==> config.mk <==
export PLATFORM = sky130hd
export DESIGN_NAME = imem_boot
export DESIGN_NICKNAME = d
export VERILOG_FILES = /design/src/rtl/imem_boot_pkg.sv /design/src/rtl/imem_ram.sv /design/src/rtl/imem_boot.sv
export SDC_FILE = /design/constraint.sdc
export NUM_CORES = 2
export LEC_CHECK = 0
export ABC_AREA = 0
export BUFFER_PORTS_ARGS = -buffer_cell sky130_fd_sc_hd__buf_2
export CAP_MARGIN = 20
export CORE_MARGIN = 1.5
export CORE_UTILIZATION = 45
export DETAILED_ROUTE_END_ITERATION = 16
export PLACE_DENSITY_LB_ADDON = 0.08
export SLEW_MARGIN = 20
export SYNTH_ARGS = -nofsm -noshare
export SYNTH_HDL_FRONTEND = slang
export SYNTH_SLANG_ARGS = --single-unit
==> constraint.sdc <==
create_clock -name clk -period 8.72 [get_ports clk]
set_input_delay 1.308 -clock clk [delete_from_list [all_inputs] [get_ports clk]]
set_output_delay 1.308 -clock clk [all_outputs]
set_load 0.01 [all_outputs]
==> src/rtl/imem_boot_pkg.sv <==
// imem_boot_pkg: shared constants and FSM encoding for the boot-loaded instruction memory.
package imem_boot_pkg;
    localparam int          IMEM_DEPTH = 64;
    localparam logic [31:0] NOP        = 32'h0000_0000;
    typedef enum logic [1:0] {ST_HDR = 2'd0, ST_DATA = 2'd1, ST_RUN = 2'd2} boot_state_t;
endpackage

==> src/rtl/imem_ram.sv <==
// imem_ram: instruction storage with one synchronous write port and one asynchronous read port.
module imem_ram import imem_boot_pkg::*; #(
    parameter int DEPTH  = IMEM_DEPTH,
    parameter int ADDR_W = $clog2(DEPTH)
) (
    input  logic              clk,
    input  logic              i_we,
    input  logic [ADDR_W-1:0] i_waddr,
    input  logic [31:0]       i_wdata,
    input  logic [ADDR_W-1:0] i_raddr,
    output logic [31:0]       o_rdata
);
    logic [31:0] r_mem [DEPTH];

    always_ff @(posedge clk)
        if (i_we) r_mem[i_waddr] <= i_wdata;

    assign o_rdata = r_mem[i_raddr];
endmodule

==> src/rtl/imem_boot.sv <==
// imem_boot: loads a length-prefixed big-endian word stream into instruction memory,
// holding the CPU until the load completes, then serves zero-latency instruction fetches.
module imem_boot import imem_boot_pkg::*; #(
    parameter int DEPTH  = IMEM_DEPTH,
    parameter int ADDR_W = $clog2(DEPTH)
) (
    input  logic            clk,
    input  logic            reset,
    input  logic            rx_valid,
    input  logic [7:0]      rx_byte,
    input  logic [31:0]     pc_in,
    output logic [31:0]     instr,
    output logic            cpu_hold,
    output logic            load_done,
    output logic [ADDR_W:0] words_loaded,
    output logic            misaligned
);
    boot_state_t     r_state, w_state_nx;
    logic [1:0]      r_idx;
    logic [23:0]     r_word;
    logic [ADDR_W:0] r_words, r_n, w_hdr_n, w_words_inc;
    logic [31:0]     w_rdata;
    logic            w_we, w_unused_pc;

    // A zero or oversized header means "fill the whole memory".
    assign w_hdr_n     = (rx_byte == 8'd0 || 32'(rx_byte) > DEPTH) ? (ADDR_W+1)'(DEPTH) : (ADDR_W+1)'(rx_byte);
    assign w_words_inc = r_words + (ADDR_W+1)'(1);
    assign w_unused_pc = ^pc_in[31:ADDR_W+2];

    always_ff @(posedge clk or posedge reset)
        if (reset) r_state <= ST_HDR;
        else       r_state <= w_state_nx;

    always_comb begin
        w_state_nx = r_state;
        w_we       = 1'b0;
        if (rx_valid && r_state == ST_HDR)
            w_state_nx = ST_DATA;
        else if (rx_valid && r_state == ST_DATA && r_idx == 2'd3) begin
            w_we = 1'b1;
            if (w_words_inc == r_n) w_state_nx = ST_RUN;
        end
    end

    always_ff @(posedge clk or posedge reset)
        if (reset) begin
            r_idx   <= '0;
            r_word  <= '0;
            r_words <= '0;
            r_n     <= '0;
        end else begin
            if (rx_valid && r_state == ST_HDR) begin
                r_n     <= w_hdr_n;
                r_words <= '0;
                r_idx   <= '0;
            end
            if (rx_valid && r_state == ST_DATA) begin
                r_idx  <= r_idx + 2'd1;
                r_word <= {r_word[15:0], rx_byte};
            end
            if (w_we) r_words <= w_words_inc;
        end

    imem_ram #(.DEPTH(DEPTH), .ADDR_W(ADDR_W)) u_ram (
        .clk     (clk),
        .i_we    (w_we),
        .i_waddr (r_words[ADDR_W-1:0]),
        .i_wdata ({r_word, rx_byte}),
        .i_raddr (pc_in[ADDR_W+1:2]),
        .o_rdata (w_rdata)
    );

    assign cpu_hold     = (r_state != ST_RUN);
    assign load_done    = ~cpu_hold;
    assign words_loaded = r_words;
    assign instr        = cpu_hold ? NOP : w_rdata;
    assign misaligned   = ~cpu_hold & (|pc_in[1:0]);
endmodule

==> Word level (Yosys, flattened, before mapping) <==
Memory sizes are Yosys's and may differ from the RTL's.
Cells that the tools add are included.
{ "op_classes": {"add_sub_neg": 2, "order_cmp": 1, "n_eq_ne": 4, "muxes": 13, "bitwise": 2, "n_reduce_logical": 12} }
{ "ops": {"columns": ["cell", "count"], "rows": [
  ["32-bit 2-to-1 mux", 1],
  ["7-bit 2-to-1 mux", 3],
  ["2-bit 2-to-1 mux", 5],
  ["8-bit by 7-bit > comparator with 1-bit output (second input constant)", 1],
  ["8-bit zero test", 1],
  ["2-bit nonzero test", 4],
  ["7-bit by 1-bit adder with 7-bit output (second input constant)", 1],
  ["7-bit == test", 1],
  ["1-bit 2-to-1 mux", 4],
  ["1-bit logical AND", 3],
  ["2-bit by 1-bit adder with 2-bit output (second input constant)", 1],
  ["2-bit by 1-bit == test with 1-bit output (second input constant)", 1],
  ["2-bit == test (second input constant)", 1],
  ["2-bit zero test", 1],
  ["2-bit inequality test (second input constant)", 1],
  ["2-bit AND reduction", 1],
  ["2-bit OR reduction", 1],
  ["1-bit AND", 1],
  ["1-bit logical OR", 1],
  ["1-bit inverter", 1]
]} }
{ "totals": {"register_bits": 42, "ramBits": 2048, "inputBits": 43, "output_inout_bits": 42, "elab_cells": 40, "memories": 1} }
{ "memory_table": {"columns": ["memory", "words", "width", "rd", "rd_ports_with_merged_regs", "write_ports", "line", "rtl"], "rows": [
  ["u_ram.r_mem", 64, 32, 1, 0, 1, "imem_ram.sv:13", "logic [31:0] r_mem [DEPTH];"]
]} }

==> Depth between registers and ports, before layout <==
{ "depth": {"word_depth": 7, "mapped_depth": 10, "depth_no_buf": 7} }

==> Modules after synthesis <==
Synthesis repeated with hierarchy kept, for this count alone.
{ "hier_totals": {"cells_unflattened": 3477, "area_unflattened_um2": 79936.7} }
{ "modules_own_cells": {"columns": ["module", "n_inst", "cells_each", "area_per_inst_um2", "seq_area_each_um2"], "rows": [
  ["imem_ram", 1, 3292, 77874.7, 61499.0],
  ["imem_boot", 1, 185, 2062.0, 1051.0]
]} }

==> Least setup slack after synthesis <==
OpenSTA, ideal clock, no wires.
{ "synth_path": {"path_type": "input-to-output", "startpoint": "input port pc_in[2]", "endpoint": "output port instr[14]", "arrival_ps": 3060, "t_required_ps": 7412, "path_slack_ps": 4352, "path_stages": 7, "n_path_buf": 3, "cell_sequence": "buf_6 -> buf_6 -> buf_2 -> mux4_2 -> mux4_2 -> o22ai_1 -> nor2_1"} }
{ "synth_between": {"elab_chain_cells": 2} }
{ "synth_lines": {"columns": ["item", "line", "rtl"], "rows": [
  ["start: declaration", "imem_boot.sv:11", "input logic [31:0] pc_in,"],
  ["memory 64 x 32 bit", null, null],
  ["32-bit 2-to-1 mux", "imem_boot.sv:76", "assign instr = cpu_hold ? NOP : w_rdata;"],
  ["end: declaration", "imem_boot.sv:12", "output logic [31:0] instr,"]
]} }
No other way between the ends.

==> Final worst setup path <==
{ "layout_path": {"startpoint": "input port pc_in[3]", "endpoint": "output port instr[13]"} }
Same word-level chain as after synthesis.

==> results.txt <==
----------------------------------------------------
[STA]
  Final Critical Period ... roughly 6.1 ns
  Slew headroom ... 0.2057
  Worst Max-Slew Pin Slew ... 1.188 ns
  Total Neg Setup Slack ... 0 ns
  Final count of negative-setup-slack endpoints ... 0
  Achievable clock frequency ... about 0.16 GHz
  Unrepaired setup endpoints after global routing ... no
  Final Cycle Share ... 0.7042
  Clock Skew ... approximately 0.031 ns
  Final Hold Fails ... 0
  Number of pins exceeding their max-slew limit in the final report ... 0

[Worst setup path]
  End of the worst register-to-register path ... u_ram.r_mem[22][8]$_DFFE_PP_
  Critical Path, Cell by Cell ... buf_8 -> buf_12 -> mux4_2 -> mux4_2 -> o22ai_1 -> a31oi_1 -> buf_2
  Depth of the worst register-to-register path ... 6
  Worst EP arrival ... 4.83 ns
  Type of origin of the critical path ... primary input
  Worst setup path category ... in2out
  Worst reg2reg path startpoint ... r_idx[0]$_DFFE_PP0P_
  Critical-path maximum fanout ... ~120
  Most numerous cell on the critical path ... mux4_2
  Worst-path cell with the longest stage delay ... o22ai_1
  Category of cells accounting for the largest share of critical-path delay ... buffers and inverters
  CP max stage delay ... roughly 0.70 ns
  Sum of buffers and inverters on the critical path ... 3
  Endpoint class of the critical path ... output port
  Crit path required time ... approximately 7.4 ns
  Slack of the worst reg-to-reg path ... between 4 and 5 ns

[Min path]
  Cell depth of the worst hold path ... 2
  Launch instance of the worst min-delay path ... r_idx[1]$_DFFE_PP0P_
  Hold Crit Endpoint ... r_idx[1]$_DFFE_PP0P_
  Hold Path Class ... reg2reg

[Run]
  Max_cap viols ... 0

[Cells and area]
  Fraction of final layout cells sized beyond drive strength 1 ... 0.3023
  Area delta synth->final ... 13.25%
  Finished Cell Area ... ~91000 um^2
  Utilization after layout ... 0.5121
  Most common cell after layout, fill and taps aside ... edfxtp_1
  Count of fill cells added during filler insertion ... between 10k and 15k
  Number of nets in the layout ... around 3.8k
  Leading cell types in the layout, fill and taps excluded ... 2048 x edfxtp_1, 522 x mux4_2, 213 x clkbuf_16

[Synthesis]
  Cell area after synthesis ... between 80000 and 90000 um^2
  Number of warnings issued by yosys ... 0
  Post-synthesis cell count ... ~3.5k
  Unique masters post-synth ... 66
  Synthesized area per cell ... ~23 um^2
  Post-synthesis sequential area ratio ... 0.7762
  Total nets after synthesis ... 3570
  FF+latch count, synth ... between 2k and 2.5k
  Post-synth EDFFs ... around 2.0k
  Predominant post-synthesis flop cell ... edfxtp_1
  Share of synthesized registers carrying an async set or reset ... 0.02010

[CTS]
  H-tree depth reported by CTS ... 4
  Number of setup buffers added after CTS ... 0
  Count of instances resized after the clock tree is built ... 0
  Clk pin slew, worst setup/hold paths ... 0.06 ns
  Cell at the root of the clock tree ... clkbuf_16
  CTS Hold Buffers Added ... 0
  Max Buffers Root-to-Sink ... 3
  Clock latency on the worst-skew pair ... 0.85 ns
  CTS tree ... yes
  Number of buffers created by CTS ... roughly 210
  Sinks on Clock Net ... between 2k and 2.5k

[Global route]
  GRT Max-Usage Layer ... met2
  Number of antenna violations at the first check in global routing ... 12
  First-pass GRT wire length ... about 300 mm
  Met1 track demand over resource in global routing ... 0.3363
  Met2 usage ... 0.4072
  Maximum number of pins on one net before global-route repair ... around 120
  Vias in the first global route ... ~40k
  Overall global routing resource usage ... 0.2461
  Congestion Overflow GR ... 0
  GR Layer Usage met3 ... 0.04733

[Die]
  I/O Pins ... 85
  Effective utilization at floorplan ... 0.4522
  Die span in x ... 426.2 um
  Core Region ... ~180000 um^2
  Die Span Y ... roughly 430 um
  Row cnt ... 155
  Full die area ... around 180000 um^2

[Detailed routing]
  Number of DRC violations after detailed-routing iteration 0 ... around 4.7k
  Number of vias per cell after detailed routing ... 6.052
  Final wirelength ... 221.9 mm
  Vias ... roughly 38k
  First-pass detailed-route iteration total ... 7
  Routed len/inst ... 35.31 um
  Antenna-violating nets left ... 0
  Number of design rule violations left after detail routing ... 0

[Placed design]
  Post-DP HPWL ... ~120 mm
  Number of buffer cells added on primary ports ... 60
  Total cell area at the placement stage ... 84360 um^2
  Final Wtd Congestion ... around 0.76

[Outcome]
  Status ... complete, no violations

[Power]
  Total power divided by cell area ... ~260 nW/um^2
  Overall power ... around 23 mW
  Leak pwr ... approximately 29 nW
  Peak supply drop ... ~0.21 mV

----------------------------------------------------
## state kept, by name (all words and copies together) (netlist names)
register / flops
r_idx: 2
r_word: 24
r_state: 2
words_loaded: 7
u_ram.r_mem: 2048
r_n: 7
## cells by family (layout without fill, tap and decap cells)
group	after synthesis	after routing	share of synthesized area
DFF	2090	2090	0.7762
muxes	743	743	0.1742
and+or+nand+nor	286	286	0.01607
AOI/OAI and AO/OA	196	196	0.01714
buffers and inverters	195	596	0.01449
xor gates and xnor gates	13	13	0.001584
adders and majority gates	2	2	0.0003105
other	0	4	0
## worst max-delay path by stage
| stage | endpoint | slack [ns] | cells after the start | from |
|---|---|---|---|---|
| 2_1_floorplan | instr[14] | 4.35 | 7 | pc_in[2] |
| 3_3_place_gp | instr[16] | 2.47 | 7 | pc_in[6] |
| 3_5_place_dp | instr[2] | 2.55 | 7 | pc_in[2] |
| 4_1_cts | instr[2] | 2.55 | 7 | pc_in[2] |
| 5_1_grt | instr[2] | 2.46 | 7 | pc_in[2] |
| 6_report | instr[13] | 2.58 | 7 | pc_in[3] |
## area by class of cell
class / instances / area (um^2) / share of cell area
Multi-Input combinational cell: 1240 / 17390 / 0.1905
Tap cell: 2355 / 2947 / 0.03229
Clock inverter: 140 / 1301 / 0.01426
Antenna cell: 4 / 10.01 / 0.0001097
Sequential cell: 2090 / 62630 / 0.6862
Timing Repair Buffer: 186 / 1423 / 0.01559
Inverter: 6 / 22.52 / 0.0002468
Clock buffer: 264 / 5552 / 0.06083
## metal layers
metal	part of all wire	vias up
met5	0.00021	-
met4	0.026	6
met3	0.074	340
met2	0.50	1478
met1	0.40	20780
li1	-	15430
## power by group
group	internal, mW	switching (mW)
logic	0.456	0.787
clock network	5.09	3.82
registers	12.2	0.921
## synth_stat cells, types with 3 or more instances
| master | instances | area, um^2 |
|---|---|---|
| a221oi_1 | 8 | 70.07 |
| o21ai_0 | 21 | 105.1 |
| buf_6 | 18 | 202.7 |
| a21oi_1 | 25 | 125.1 |
| nor2_1 | 118 | 442.9 |
| dfrtp_1 | 42 | 1051 |
| a211o_1 | 6 | 52.55 |
| o22a_1 | 3 | 26.28 |
| a311oi_1 | 3 | 26.28 |
| nand3_1 | 27 | 135.1 |
| o31ai_1 | 3 | 22.52 |
| buf_2 | 61 | 305.3 |
| a2111oi_0 | 8 | 70.07 |
| nand2b_1 | 11 | 68.82 |
| nor4_1 | 3 | 18.77 |
| mux2_2 | 58 | 653.1 |
| o211ai_1 | 19 | 142.6 |
| nand3b_1 | 4 | 30.03 |
| mux4_2 | 522 | 11760 |
| buf_4 | 50 | 375.4 |
| a41o_1 | 3 | 30.03 |
| a22o_1 | 8 | 70.07 |
| nor3_1 | 9 | 45.04 |
| xnor2_1 | 8 | 70.07 |
| o32ai_1 | 3 | 26.28 |
| xor2_1 | 4 | 35.03 |
| nand2_1 | 73 | 274.0 |
| a211oi_1 | 15 | 112.6 |
| a31oi_1 | 9 | 56.30 |
| buf_1 | 12 | 45.04 |
| or2_2 | 4 | 25.02 |
| nor2b_1 | 18 | 112.6 |
| clkbuf_1 | 45 | 168.9 |
| inv_1 | 5 | 18.77 |
| a22oi_1 | 16 | 120.1 |
| o22ai_1 | 30 | 187.7 |
| o311ai_0 | 3 | 26.28 |
| mux2i_1 | 163 | 1632 |
| and2_1 | 5 | 31.28 |
| edfxtp_1 | 2048 | 61500 |
## worst min-delay path, cell delays in order, from the launching register on
cell and delay (ns):
dfrtp_1 0.35, nand2_1 0.05, o21ai_0 0.07
## stage by stage
| stage | cells | setup WS, ns | hold slack [ns] |
|---|---|---|---|
| 3_3_place_gp | 5877 | 2.465 | 0.4943 |
| 5_1_grt | 6281 | 2.455 | 0.5222 |
| 3_5_place_dp | 5877 | 2.549 | 0.4932 |
| 2_1_floorplan | 3525 | 4.352 | 0.4538 |
| 4_1_cts | 6281 | 2.548 | 0.5092 |
| 6_report | 6285 | 2.580 | 0.5042 |
Note: power is estimated with default switching activity, not from simulation.
